<file path="config.mk">
export PLATFORM = sky130hd
export DESIGN_NAME = seg16_scroll_ctrl_flat
export DESIGN_NICKNAME = d
export VERILOG_FILES = /design/src/rtl/seg16_pkg.sv /design/src/rtl/seg16_scroll_ctrl_if.sv /design/src/rtl/seg16_scan_timer.sv /design/src/rtl/seg16_scroll_ctrl.sv /design/src/flat_wrapper.sv
export SDC_FILE = /design/constraint.sdc
export NUM_CORES = 1
export LEC_CHECK = 0
export ABC_AREA = 0
export BUFFER_PORTS_ARGS = -buffer_cell sky130_fd_sc_hd__buf_2
export CORE_MARGIN = 2
export CORE_UTILIZATION = 65
export CTS_BUF_LIST = sky130_fd_sc_hd__clkbuf_16
export CTS_CLUSTER_DIAMETER = 50
export DETAILED_ROUTE_END_ITERATION = 7
export GPL_TIMING_DRIVEN = 0
export PLACE_DENSITY = 0.83
export SETUP_SLACK_MARGIN = 0.15
export SLEW_MARGIN = 15
export SYNTH_ARGS = -nofsm -noshare
export SYNTH_HDL_FRONTEND = slang
export SYNTH_SLANG_ARGS = --single-unit
</file>
<file path="constraint.sdc">
create_clock -name clk -period 7.35 [get_ports clk]
set_clock_uncertainty 0.2 [all_clocks]
set_input_delay 0.735 -clock clk [delete_from_list [all_inputs] [get_ports clk]]
set_output_delay 0.735 -clock clk [all_outputs]
set_load 0.02 [all_outputs]
</file>
<file path="src/rtl/seg16_pkg.sv">
// Shared 16-segment letter definitions: code width, blank/max codes, controller states.
// Used by the scroll controller and by any message source feeding it.
package seg16_pkg;

    localparam int LETTER_W = 6;

    typedef logic [LETTER_W-1:0] letter_t;

    localparam letter_t LETTER_BLANK = 6'd0;
    localparam letter_t LETTER_MAX   = 6'd52;

    typedef enum logic [1:0] {
        ST_IDLE = 2'd0,
        ST_LOAD = 2'd1,
        ST_RUN  = 2'd2
    } state_t;

    // Codes above the alphabet have no glyph in the decoder; show them as blank.
    function automatic letter_t sanitize_letter(input letter_t code);
        return (code > LETTER_MAX) ? LETTER_BLANK : code;
    endfunction

endpackage

</file>
<file path="src/rtl/seg16_scroll_ctrl_if.sv">
// Message-load stream, run control and display outputs of the scroll controller.
// master = message source / host side, slave = seg16_scroll_ctrl.
interface seg16_scroll_ctrl_if #(
    parameter int NUM_DIGITS = 4
) ();
    import seg16_pkg::*;

    logic                  wr_valid;
    logic                  wr_ready;
    letter_t               wr_letter;
    logic                  wr_last;
    logic                  start;
    logic                  abort;
    logic                  busy;
    logic                  done;
    letter_t               letter;
    logic [NUM_DIGITS-1:0] digit_en;

    modport master (
        output wr_valid, wr_letter, wr_last, start, abort,
        input  wr_ready, busy, done, letter, digit_en
    );

    modport slave (
        input  wr_valid, wr_letter, wr_last, start, abort,
        output wr_ready, busy, done, letter, digit_en
    );

endinterface

</file>
<file path="src/rtl/seg16_scan_timer.sv">
// Digit-scan and scroll timebase: per-digit dwell counter, digit index, frame counter.
// o_digit_nxt is the index valid next cycle; o_step marks the last cycle of a scroll step.
module seg16_scan_timer #(
    parameter int NUM_DIGITS = 4,
    parameter int SCAN_DIV   = 1000,
    parameter int SCROLL_DIV = 250,
    parameter int DIG_W      = (NUM_DIGITS > 1) ? $clog2(NUM_DIGITS) : 1
) (
    input  logic             clk,
    input  logic             rst,
    input  logic             i_en,
    input  logic             i_clr,
    output logic [DIG_W-1:0] o_digit_nxt,
    output logic             o_step
);
    localparam int SCAN_W  = (SCAN_DIV > 1)   ? $clog2(SCAN_DIV)   : 1;
    localparam int FRAME_W = (SCROLL_DIV > 1) ? $clog2(SCROLL_DIV) : 1;

    logic [SCAN_W-1:0]  r_scan_cnt;
    logic [DIG_W-1:0]   r_digit;
    logic [FRAME_W-1:0] r_frame_cnt;

    logic w_adv;
    logic w_scan_tc;
    logic w_dig_tc;
    logic w_frame_tc;
    logic w_frame_end;

    assign w_adv       = i_en && !i_clr;
    assign w_scan_tc   = (r_scan_cnt == SCAN_W'(SCAN_DIV - 1));
    assign w_dig_tc    = (r_digit == DIG_W'(NUM_DIGITS - 1));
    assign w_frame_tc  = (r_frame_cnt == FRAME_W'(SCROLL_DIV - 1));
    assign w_frame_end = w_adv && w_scan_tc && w_dig_tc;
    assign o_step      = w_frame_end && w_frame_tc;

    always_comb begin
        o_digit_nxt = r_digit;
        if (i_clr) begin
            o_digit_nxt = '0;
        end else if (w_adv && w_scan_tc) begin
            o_digit_nxt = w_dig_tc ? '0 : r_digit + 1'b1;
        end
    end

    always_ff @(posedge clk) begin
        if (rst || i_clr) begin
            r_scan_cnt  <= '0;
            r_digit     <= '0;
            r_frame_cnt <= '0;
        end else if (i_en) begin
            r_scan_cnt <= w_scan_tc ? '0 : r_scan_cnt + 1'b1;
            r_digit    <= o_digit_nxt;
            if (w_frame_end) begin
                r_frame_cnt <= w_frame_tc ? '0 : r_frame_cnt + 1'b1;
            end
        end
    end

endmodule

</file>
<file path="src/rtl/seg16_scroll_ctrl.sv">
// Loads a message over valid/ready, then scrolls it left across multiplexed 16-seg digits.
// Outputs registered, first RUN cycle already shows digit 0; SEG16_SCROLL_LOOP_EN makes scrolling repeat.
module seg16_scroll_ctrl
    import seg16_pkg::*;
#(
    parameter int NUM_DIGITS = 4,
    parameter int MSG_DEPTH  = 16,
    parameter int SCAN_DIV   = 1000,
    parameter int SCROLL_DIV = 250
) (
    input  logic                clk,
    input  logic                rst,
    seg16_scroll_ctrl_if.slave  bus
);
    localparam int LEN_W = $clog2(MSG_DEPTH + 1);
    localparam int IDX_W = (MSG_DEPTH > 1) ? $clog2(MSG_DEPTH) : 1;
    localparam int DIG_W = (NUM_DIGITS > 1) ? $clog2(NUM_DIGITS) : 1;
    localparam int SUM_W = $clog2(MSG_DEPTH + NUM_DIGITS) + 1;

    state_t                r_state;
    logic [LEN_W-1:0]      r_len;
    logic [LEN_W-1:0]      r_offset;
    logic                  r_done;
    letter_t               r_letter;
    logic [NUM_DIGITS-1:0] r_digit_en;
    letter_t               r_buf [MSG_DEPTH];

    logic                  w_wr_acc;
    logic [IDX_W-1:0]      w_wr_idx;
    logic                  w_len_full;
    logic                  w_tmr_en;
    logic                  w_tmr_clr;
    logic [DIG_W-1:0]      w_digit_nxt;
    logic                  w_step;
    logic                  w_last_step;
    logic                  w_fin;
    logic                  w_run_nxt;
    logic [LEN_W-1:0]      w_off_nxt;
    logic                  w_show;
    logic [SUM_W-1:0]      w_sum;
    logic                  w_in_msg;
    letter_t               w_rd_letter;
    logic [NUM_DIGITS-1:0] w_onehot;

    seg16_scan_timer #(
        .NUM_DIGITS (NUM_DIGITS),
        .SCAN_DIV   (SCAN_DIV),
        .SCROLL_DIV (SCROLL_DIV),
        .DIG_W      (DIG_W)
    ) u_timer (
        .clk         (clk),
        .rst         (rst),
        .i_en        (w_tmr_en),
        .i_clr       (w_tmr_clr),
        .o_digit_nxt (w_digit_nxt),
        .o_step      (w_step)
    );

    assign w_tmr_en    = (r_state == ST_RUN);
    assign w_tmr_clr   = (r_state != ST_RUN);
    assign w_wr_acc    = bus.wr_valid && (r_state != ST_RUN);
    assign w_wr_idx    = (r_state == ST_LOAD) ? r_len[IDX_W-1:0] : '0;
    assign w_len_full  = (r_len == LEN_W'(MSG_DEPTH - 1));
    assign w_last_step = (r_offset == r_len - 1'b1);

`ifdef SEG16_SCROLL_LOOP_EN
    assign w_fin = 1'b0;
`else
    assign w_fin = w_step && w_last_step;
`endif

    // Lookahead of the next cycle's state/offset so the display registers land with RUN.
    always_comb begin
        w_run_nxt = 1'b0;
        if (r_state == ST_IDLE) begin
            w_run_nxt = !bus.wr_valid && bus.start;
        end else if (r_state == ST_RUN) begin
            w_run_nxt = !bus.abort && (r_len != '0) && !w_fin;
        end
    end

    always_comb begin
        w_off_nxt = '0;
        if (r_state == ST_RUN) begin
            if (w_step) begin
                w_off_nxt = w_last_step ? '0 : r_offset + 1'b1;
            end else begin
                w_off_nxt = r_offset;
            end
        end
    end

    assign w_show      = w_run_nxt && (r_len != '0);
    assign w_sum       = SUM_W'(w_off_nxt) + SUM_W'(w_digit_nxt);
    assign w_in_msg    = (w_sum < SUM_W'(r_len));
    assign w_rd_letter = r_buf[w_sum[IDX_W-1:0]];
    assign w_onehot    = NUM_DIGITS'(1) << w_digit_nxt;

    always_ff @(posedge clk) begin
        if (w_wr_acc) begin
            r_buf[w_wr_idx] <= sanitize_letter(bus.wr_letter);
        end
    end

    always_ff @(posedge clk) begin
        if (rst) begin
            r_state    <= ST_IDLE;
            r_len      <= '0;
            r_offset   <= '0;
            r_done     <= 1'b0;
            r_letter   <= LETTER_BLANK;
            r_digit_en <= '0;
        end else begin
            r_done     <= 1'b0;
            r_offset   <= w_off_nxt;
            r_letter   <= (w_show && w_in_msg) ? w_rd_letter : LETTER_BLANK;
            r_digit_en <= w_show ? w_onehot : '0;
            case (r_state)
                ST_IDLE: begin
                    if (bus.wr_valid) begin
                        r_len <= LEN_W'(1);
                        if (!bus.wr_last) begin
                            r_state <= ST_LOAD;
                        end
                    end else if (w_run_nxt) begin
                        r_state <= ST_RUN;
                    end
                end
                ST_LOAD: begin
                    if (bus.wr_valid) begin
                        r_len <= r_len + 1'b1;
                        if (bus.wr_last || w_len_full) begin
                            r_state <= ST_IDLE;
                        end
                    end
                end
                ST_RUN: begin
                    // Leaving RUN for any reason other than abort is a normal completion.
                    if (!w_run_nxt) begin
                        r_state <= ST_IDLE;
                        r_done  <= !bus.abort;
                    end
                end
                default: r_state <= ST_IDLE;
            endcase
        end
    end

    assign bus.wr_ready = (r_state != ST_RUN);
    assign bus.busy     = (r_state == ST_RUN);
    assign bus.done     = r_done;
    assign bus.letter   = r_letter;
    assign bus.digit_en = r_digit_en;

endmodule

</file>
<file path="src/flat_wrapper.sv">
// flat-port wrapper written by rule: the top's interface ports become plain ports
module seg16_scroll_ctrl_flat import seg16_pkg::*;
#(
    parameter int NUM_DIGITS = 4,
    parameter int MSG_DEPTH  = 16,
    parameter int SCAN_DIV   = 1000,
    parameter int SCROLL_DIV = 250
)
  (clk, rst, bus_wr_valid, bus_wr_letter, bus_wr_last, bus_start, bus_abort, bus_wr_ready, bus_busy, bus_done, bus_letter, bus_digit_en);
  seg16_scroll_ctrl_if #(.NUM_DIGITS(NUM_DIGITS)) bus_i ();
  input  logic clk;
  input  logic rst;
  input wire logic [$bits(bus_i.wr_valid)-1:0] bus_wr_valid;
  input wire logic [$bits(bus_i.wr_letter)-1:0] bus_wr_letter;
  input wire logic [$bits(bus_i.wr_last)-1:0] bus_wr_last;
  input wire logic [$bits(bus_i.start)-1:0] bus_start;
  input wire logic [$bits(bus_i.abort)-1:0] bus_abort;
  output wire logic [$bits(bus_i.wr_ready)-1:0] bus_wr_ready;
  output wire logic [$bits(bus_i.busy)-1:0] bus_busy;
  output wire logic [$bits(bus_i.done)-1:0] bus_done;
  output wire logic [$bits(bus_i.letter)-1:0] bus_letter;
  output wire logic [$bits(bus_i.digit_en)-1:0] bus_digit_en;
  assign bus_i.wr_valid = bus_wr_valid;
  assign bus_i.wr_letter = bus_wr_letter;
  assign bus_i.wr_last = bus_wr_last;
  assign bus_i.start = bus_start;
  assign bus_i.abort = bus_abort;
  assign bus_wr_ready = bus_i.wr_ready;
  assign bus_busy = bus_i.busy;
  assign bus_done = bus_i.done;
  assign bus_letter = bus_i.letter;
  assign bus_digit_en = bus_i.digit_en;
  seg16_scroll_ctrl #(.NUM_DIGITS(NUM_DIGITS), .MSG_DEPTH(MSG_DEPTH), .SCAN_DIV(SCAN_DIV), .SCROLL_DIV(SCROLL_DIV)) u_core (.clk(clk), .rst(rst), .bus(bus_i));
endmodule
</file>
Word-level counts from Yosys, hierarchy flattened:

Memories as Yosys holds them, arrays and structs flattened. A register that Yosys moved wholly into a read port is not among the register bits.
Cells that the tools add are included.

* input bits: 12
* register bits: 37
* memories kept: 1
* memory bits (writable): 96
* logic and storage cells: 86
* output and inout port bits: 13

Memory list
* u_core.r_buf: words 16, width 6, rd ports 1, clocked after Yosys merged registers in 1, wr ports 1, RTL line seg16_scroll_ctrl.sv:26 `letter_t r_buf [MSG_DEPTH];`

* mux-type cells: 24
* add/subtract/negate cells: 7
* eq/ne operators: 14
* $lt $le $gt $ge: 2
* bitwise gates (word level): 3
* shift operators: 1
* reduce and logical (&&, ||, !) cells: 26

Operators by type and width (number)
* two-way mux 5 bit: 5
* two-way mux 2 bit: 9
* logical AND 1 bit: 11
* adder 10 x 1 -> 10 bit, second input constant: 1
* adder 5 x 1 -> 5 bit, second input constant: 2
* == test 10 bit, second input constant: 1
* two-way mux 10 bit: 1
* != test 2 bit, second input constant: 5
* one-hot mux 5 bit (2 select lines): 1
* adder 8 x 1 -> 8 bit, second input constant: 1
* == test 8 bit, second input constant: 1
* two-way mux 8 bit: 1
* adder 5 x 2 -> 6 bit: 1
* > comparator 6 bit, second input constant: 1
* less-than comparator 6 x 5 -> 1 bit: 1
* two-way mux 6 bit: 1
* one-hot mux 2 bit (3 select lines): 1
* == test 5 x 4 -> 1 bit, second input constant: 1
* == test 5 bit: 1
* AND reduction 5 bit: 1
* nonzero test 5 bit: 1
* subtractor 5 x 1 -> 5 bit, second input constant: 1
* == test 2 bit, second input constant: 2
* logical NOT 1 bit: 4
* other kinds (15): 22

Longest topological paths before layout:

* depth in word-level cells: 15
* mapped depth: 24
* gate-level depth less buffers: 19

By module:

From an unflattened synthesis, not the netlist that was laid out.

* cells, all modules: 435
* area total of the unflattened synthesis: 6017.0 µm²

By module, submodules not included
* seg16_scroll_ctrl: seq. area each 3343.2 µm², cells an instance 325, area an instance 5044.8 µm², instances 1
* seg16_scan_timer: seq. area each 400.4 µm², cells an instance 110, area an instance 972.2 µm², instances 1

Least setup slack after synthesis:

OpenSTA, ideal clock, no wires.

* path type: reg-to-reg
* start point: reg u_core.r_len[0]
* end point: reg u_core.r_letter[0] (netlist: u_core.bus.letter[0]), read port of u_core.r_buf
* period minus slack after synthesis: 4939 ps
* required time: 7064 ps
* library setup time: 86 ps
* slack: 2411 ps
* buffers on the path: 4
* arrival time: 4654 ps
* stages on the path, launching flop included: 24
* cell sequence: dfxtp_1 > buf_2 > inv_1 > ha_1 > and3_1 > o22ai_1 > a2111oi_4 > a31o_2 > nor2_1 > ha_1 > inv_1 > fa_1 > clkbuf_1 > clkbuf_1 > clkbuf_1 > inv_1 > ha_1 > o21ai_0 > a21boi_0 > o21ai_0 > nand2b_1 > a211oi_1 > o41ai_4 > a211oi_1

* elaborated cells between the ends (all ways): 18
* those cells by class: add/sub (2); order compare (1); eq/ne (1); mux (5); bitwise (1); reduce/logical (8)

RTL lines
* start, declared: RTL line seg16_scroll_ctrl.sv:21 `logic [LEN_W-1:0] r_len;`
* start signal, assigned: RTL line seg16_scroll_ctrl.sv:131 `r_len <= r_len + 1'b1;`
* subtractor 5 x 1 -> 5 bit (*): RTL line seg16_scroll_ctrl.sv:64 `assign w_last_step = (r_offset == r_len - 1'b1);`
* == test 5 bit (*): RTL line seg16_scroll_ctrl.sv:64
* two-way mux 5 bit (*): RTL line seg16_scroll_ctrl.sv:86 `w_off_nxt = w_last_step ? '0 : r_offset + 1'b1;`
* two-way mux 5 bit (*): RTL line seg16_scroll_ctrl.sv:85 `if (w_step) begin`
* two-way mux 5 bit (*): RTL line seg16_scroll_ctrl.sv:84 `if (r_state == ST_RUN) begin`
* net u_core.w_off_nxt[0]: RTL line seg16_scroll_ctrl.sv:38 `logic [LEN_W-1:0] w_off_nxt;`
* adder 5 x 2 -> 6 bit (*): RTL line seg16_scroll_ctrl.sv:94 `assign w_sum = SUM_W'(w_off_nxt) + SUM_W'(w_digit_nxt);`
* less-than comparator 6 x 5 -> 1 bit: RTL line seg16_scroll_ctrl.sv:95 `assign w_in_msg = (w_sum < SUM_W'(r_len));`
* logical AND 1 bit: RTL line seg16_scroll_ctrl.sv:116 `r_letter <= (w_show && w_in_msg) ? w_rd_letter : LETTER_BLANK;`
* inverter 1 bit (no source line)
* OR reduction 2 bit (no source line)
* end, declared: RTL line seg16_scroll_ctrl.sv:24 `letter_t r_letter;`

Mark *: on every way through the listed nets, which the timed path passes. The rest lies on a longest branch.
A chain may end at the register's enable or synchronous reset.

Worst setup path after layout:

* start point: reg u_core.r_len[0]
* end point: reg u_core.r_letter[5] (netlist: u_core.bus.letter[5]), read port of u_core.r_buf

The elaborated chain is that of the path after synthesis.

==> metrics.txt <==
CP Class flop to flop; reg-to-reg startpoint u_core.r_len[0]; Final setup viols 0; Peak Freq 155.0 MHz; Slew Limit Fails 0; worst rel slew slack 44.97%; CTS Hold Bufs 0; main combinational cell family by area after synthesis simple AND/OR/NAND/NOR gates; Critical Path Sink Type flop; DIE HEIGHT 102.3 um; crit share post-route 87.78%; FF-to-FF setup slack 900 ps; # diodes 0; Comb pwr share 3.1%; Die Wd 102.3 um; num ports 25; area of the multi-input gates 0.002323 mm2; multiplexer area fraction after synthesis 10.44%; Total Die Area 0.01046 mm2; sequential area share after synthesis 59.61%; leakage 0.002500 uW; Distinct cells, synth 61; DRT iter0 DRCs 362; FF-to-FF End u_core.bus.letter[5]; Routed WL 13.99 mm; Initial DRT Pass Iterations 5; nets 525; RSZ-0062 raised after global routing false; Post-synth EDFFs 96; hpwl dp 9.160 mm; type of origin of the critical path flop; Primary FF master, synth edfxtp_1; # Post-CTS Setup Buffers 0; worst path arrival time 6550 ps; TritonCTS Buffers 17; Slew @ Worst Pin 825.4 ps; HP Class flop to flop; Port Buffers 22; clock latency on the worst-skew pair 430 ps; vias per inst 6.442; total grt overflow 0; Hold Path Stages 2; Placed Cells incl. Taps 608; Root Driver clkbuf_16; vias in the first global route 4034; Rows 35; top cells by area, synth edfxtp_1 46%, dfxtp_1 14%, mux4_2 4.7%; fin worst setup slack 898.1 ps; initial core utilization 67.32%; drt wl/cell 21.85 um; ys async rst share 0%; synthesis warning total 0; post-route ant nets 0; CTS tree built; hold worst-path end u_core.r_len[4]; Switching Share 21.26%; Cell Count, Final, Fillers Out 640; hold path startpoint u_core.r_len[4]; P&R area growth vs syn 13.47%; Mapped Area 0.006280 mm2; required time worst endpoint 7450 ps; Synth Area in Compound Gates 6.057%; syn_area_per_cell 13.74 um2; Sinks on Clock Net 139; FF+latch area 0.003744 mm2; Post-Synth Simple-Gate Area 13.75%; Sw Pwr 366.9 uW; share of cells above drive strength 1 18.20%; H-tree levels 4; setup TNS 0 ps; largest net degree at the start of global routing 17; status completed; DRC violations left 0; Tot GR Track Use 28.87%; Flop pwr share 49.1%; syn nets 484; most frequent cells in the layout 96 x edfxtp_1, 50 x nor2_1, 43 x dfxtp_1; VDD IR max 0.0002077 V; post-CTS sizing 0; CP max FO 10; RD Place Congestion 0.8418; first-pass GRT wire length 21.60 mm; Fillers 555; commonest non-fill, non-tap cell in the layout edfxtp_1; CTS clk-pin slew, worst paths 60 ps; Post-Syn Instances 457; max_cap viols 0; Pwr Density 242.2 mW/mm2; Int Pwr 1359 uW; XOR/XNOR Fraction of Synth Area 3.646%; CORE AREA 0.009328 mm2; reg2reg path depth 23; fin crit period 6452 ps; final hold vios 0; Yosys reg bits 139; Synth top area share 45.91%; Place WS 1226 ps; Synth Area in Adders 3.108%; via count 4123; clock network power share 47.9%; Max clock buf depth 2; Yosys top cell by area edfxtp_1; initial antenna violation count 0
per-stage QoR:
stage | hold slack (ps) | utilization, % | cell area, um2 | power (uW)
after floorplan | 230.0 | - | 6280 | 896.2
after global placement | 252.8 | 70.23 | 6551 | 910.0
after detailed placement | 284.9 | 70.23 | 6551 | 913.8
after CTS | 291.1 | 76.39 | 7126 | 1730
after global routing | 302.5 | 76.39 | 7126 | 1771
final | 293.4 | 76.39 | 7126 | 1726
synthesized netlist by cell type (9+ instances only):
cell,number
ha_1,14
mux4_1,11
dfxtp_1,43
edfxtp_1,96
nor2_1,50
and3_1,9
mux4_2,13
xor2_1,15
o21ai_0,10
inv_1,20
nand2_1,20
nand3_1,22
worst max path at each step:
stage | start | end | slack (ps) | cells past startpoint
2_1_floorplan | u_core.r_len[0] | u_core.bus.letter[0] | 2410 | 23
3_3_place_gp | u_core.r_len[0] | u_core.bus.letter[5] | 1370 | 23
3_5_place_dp | u_core.r_len[0] | u_core.bus.letter[5] | 1230 | 23
4_1_cts | u_core.r_len[0] | u_core.bus.letter[5] | 1020 | 23
5_1_grt | u_core.r_len[0] | u_core.bus.letter[5] | 640 | 23
6_report | u_core.r_len[0] | u_core.bus.letter[5] | 900 | 23
per-layer routing:
layer / wire length (um) / GRT usage, % / share of wire, %
met1: 5485 / 35.74 / 39
met2: 7239 / 48.23 / 52
met3: 909 / 7.250 / 6.5
met4: 350 / 13.33 / 2.5
met5: 0 / 0 / 0
critical path, cell delays in order, from the launching register on:
cell	delay (ps)
dfxtp_1	330
buf_2	200
inv_1	120
ha_1	290
and3_1	230
o22ai_1	270
a2111oi_4	130
a31o_2	320
nor2_1	150
ha_1	200
inv_1	60
fa_1	510
clkbuf_1	340
clkbuf_1	520
clkbuf_1	490
inv_1	160
ha_1	300
o21ai_0	90
a21boi_0	120
o21ai_0	200
nand2b_1	70
a211oi_1	420
o41ai_4	230
a211oi_1	330
sequential cells by signal (all words and copies together) (netlist names):
register	flops
u_core.r_offset	5
u_core.r_buf	96
u_core.bus.letter	6
u_core.bus.digit_en	4
u_core.u_timer.r_frame_cnt	8
u_core.r_len	5
u_core.r_state	2
u_core.bus.done	1
u_core.u_timer.r_scan_cnt	10
u_core.u_timer.r_digit	2
cells by family after synthesis:
logic type                 after synthesis
AOI/OAI and AO/OA                       48
muxes                                   31
adders and majority gates               15
and+or+nand+nor                        158
DFF                                    139
buffers and inverters                   42
xor gates and xnor gates                24
final cells by class:
cell class                      instances  area share (%)
Clock inverter                         15           2.090
Tap cell                              129           2.265
Clock buffer                           17           5.970
Multi-Input combinational cell        276           32.61
Timing Repair Buffer                   22           1.545
Buffer                                 20           1.826
Inverter                               22           1.159
Sequential cell                       139           52.54
power groups by stage:
stage / Clock, uW / Combinational [uW] / Sequential [uW]
finish: 826 / 53.0 / 847
global route: 867 / 57.1 / 847
CTS: 831 / 52.5 / 847
detailed placement: 0 / 51.0 / 863
global placement: 0 / 47.9 / 862
floorplan: 0 / 34.0 / 862
No activity file was read; power rests on OpenSTA's default activity.
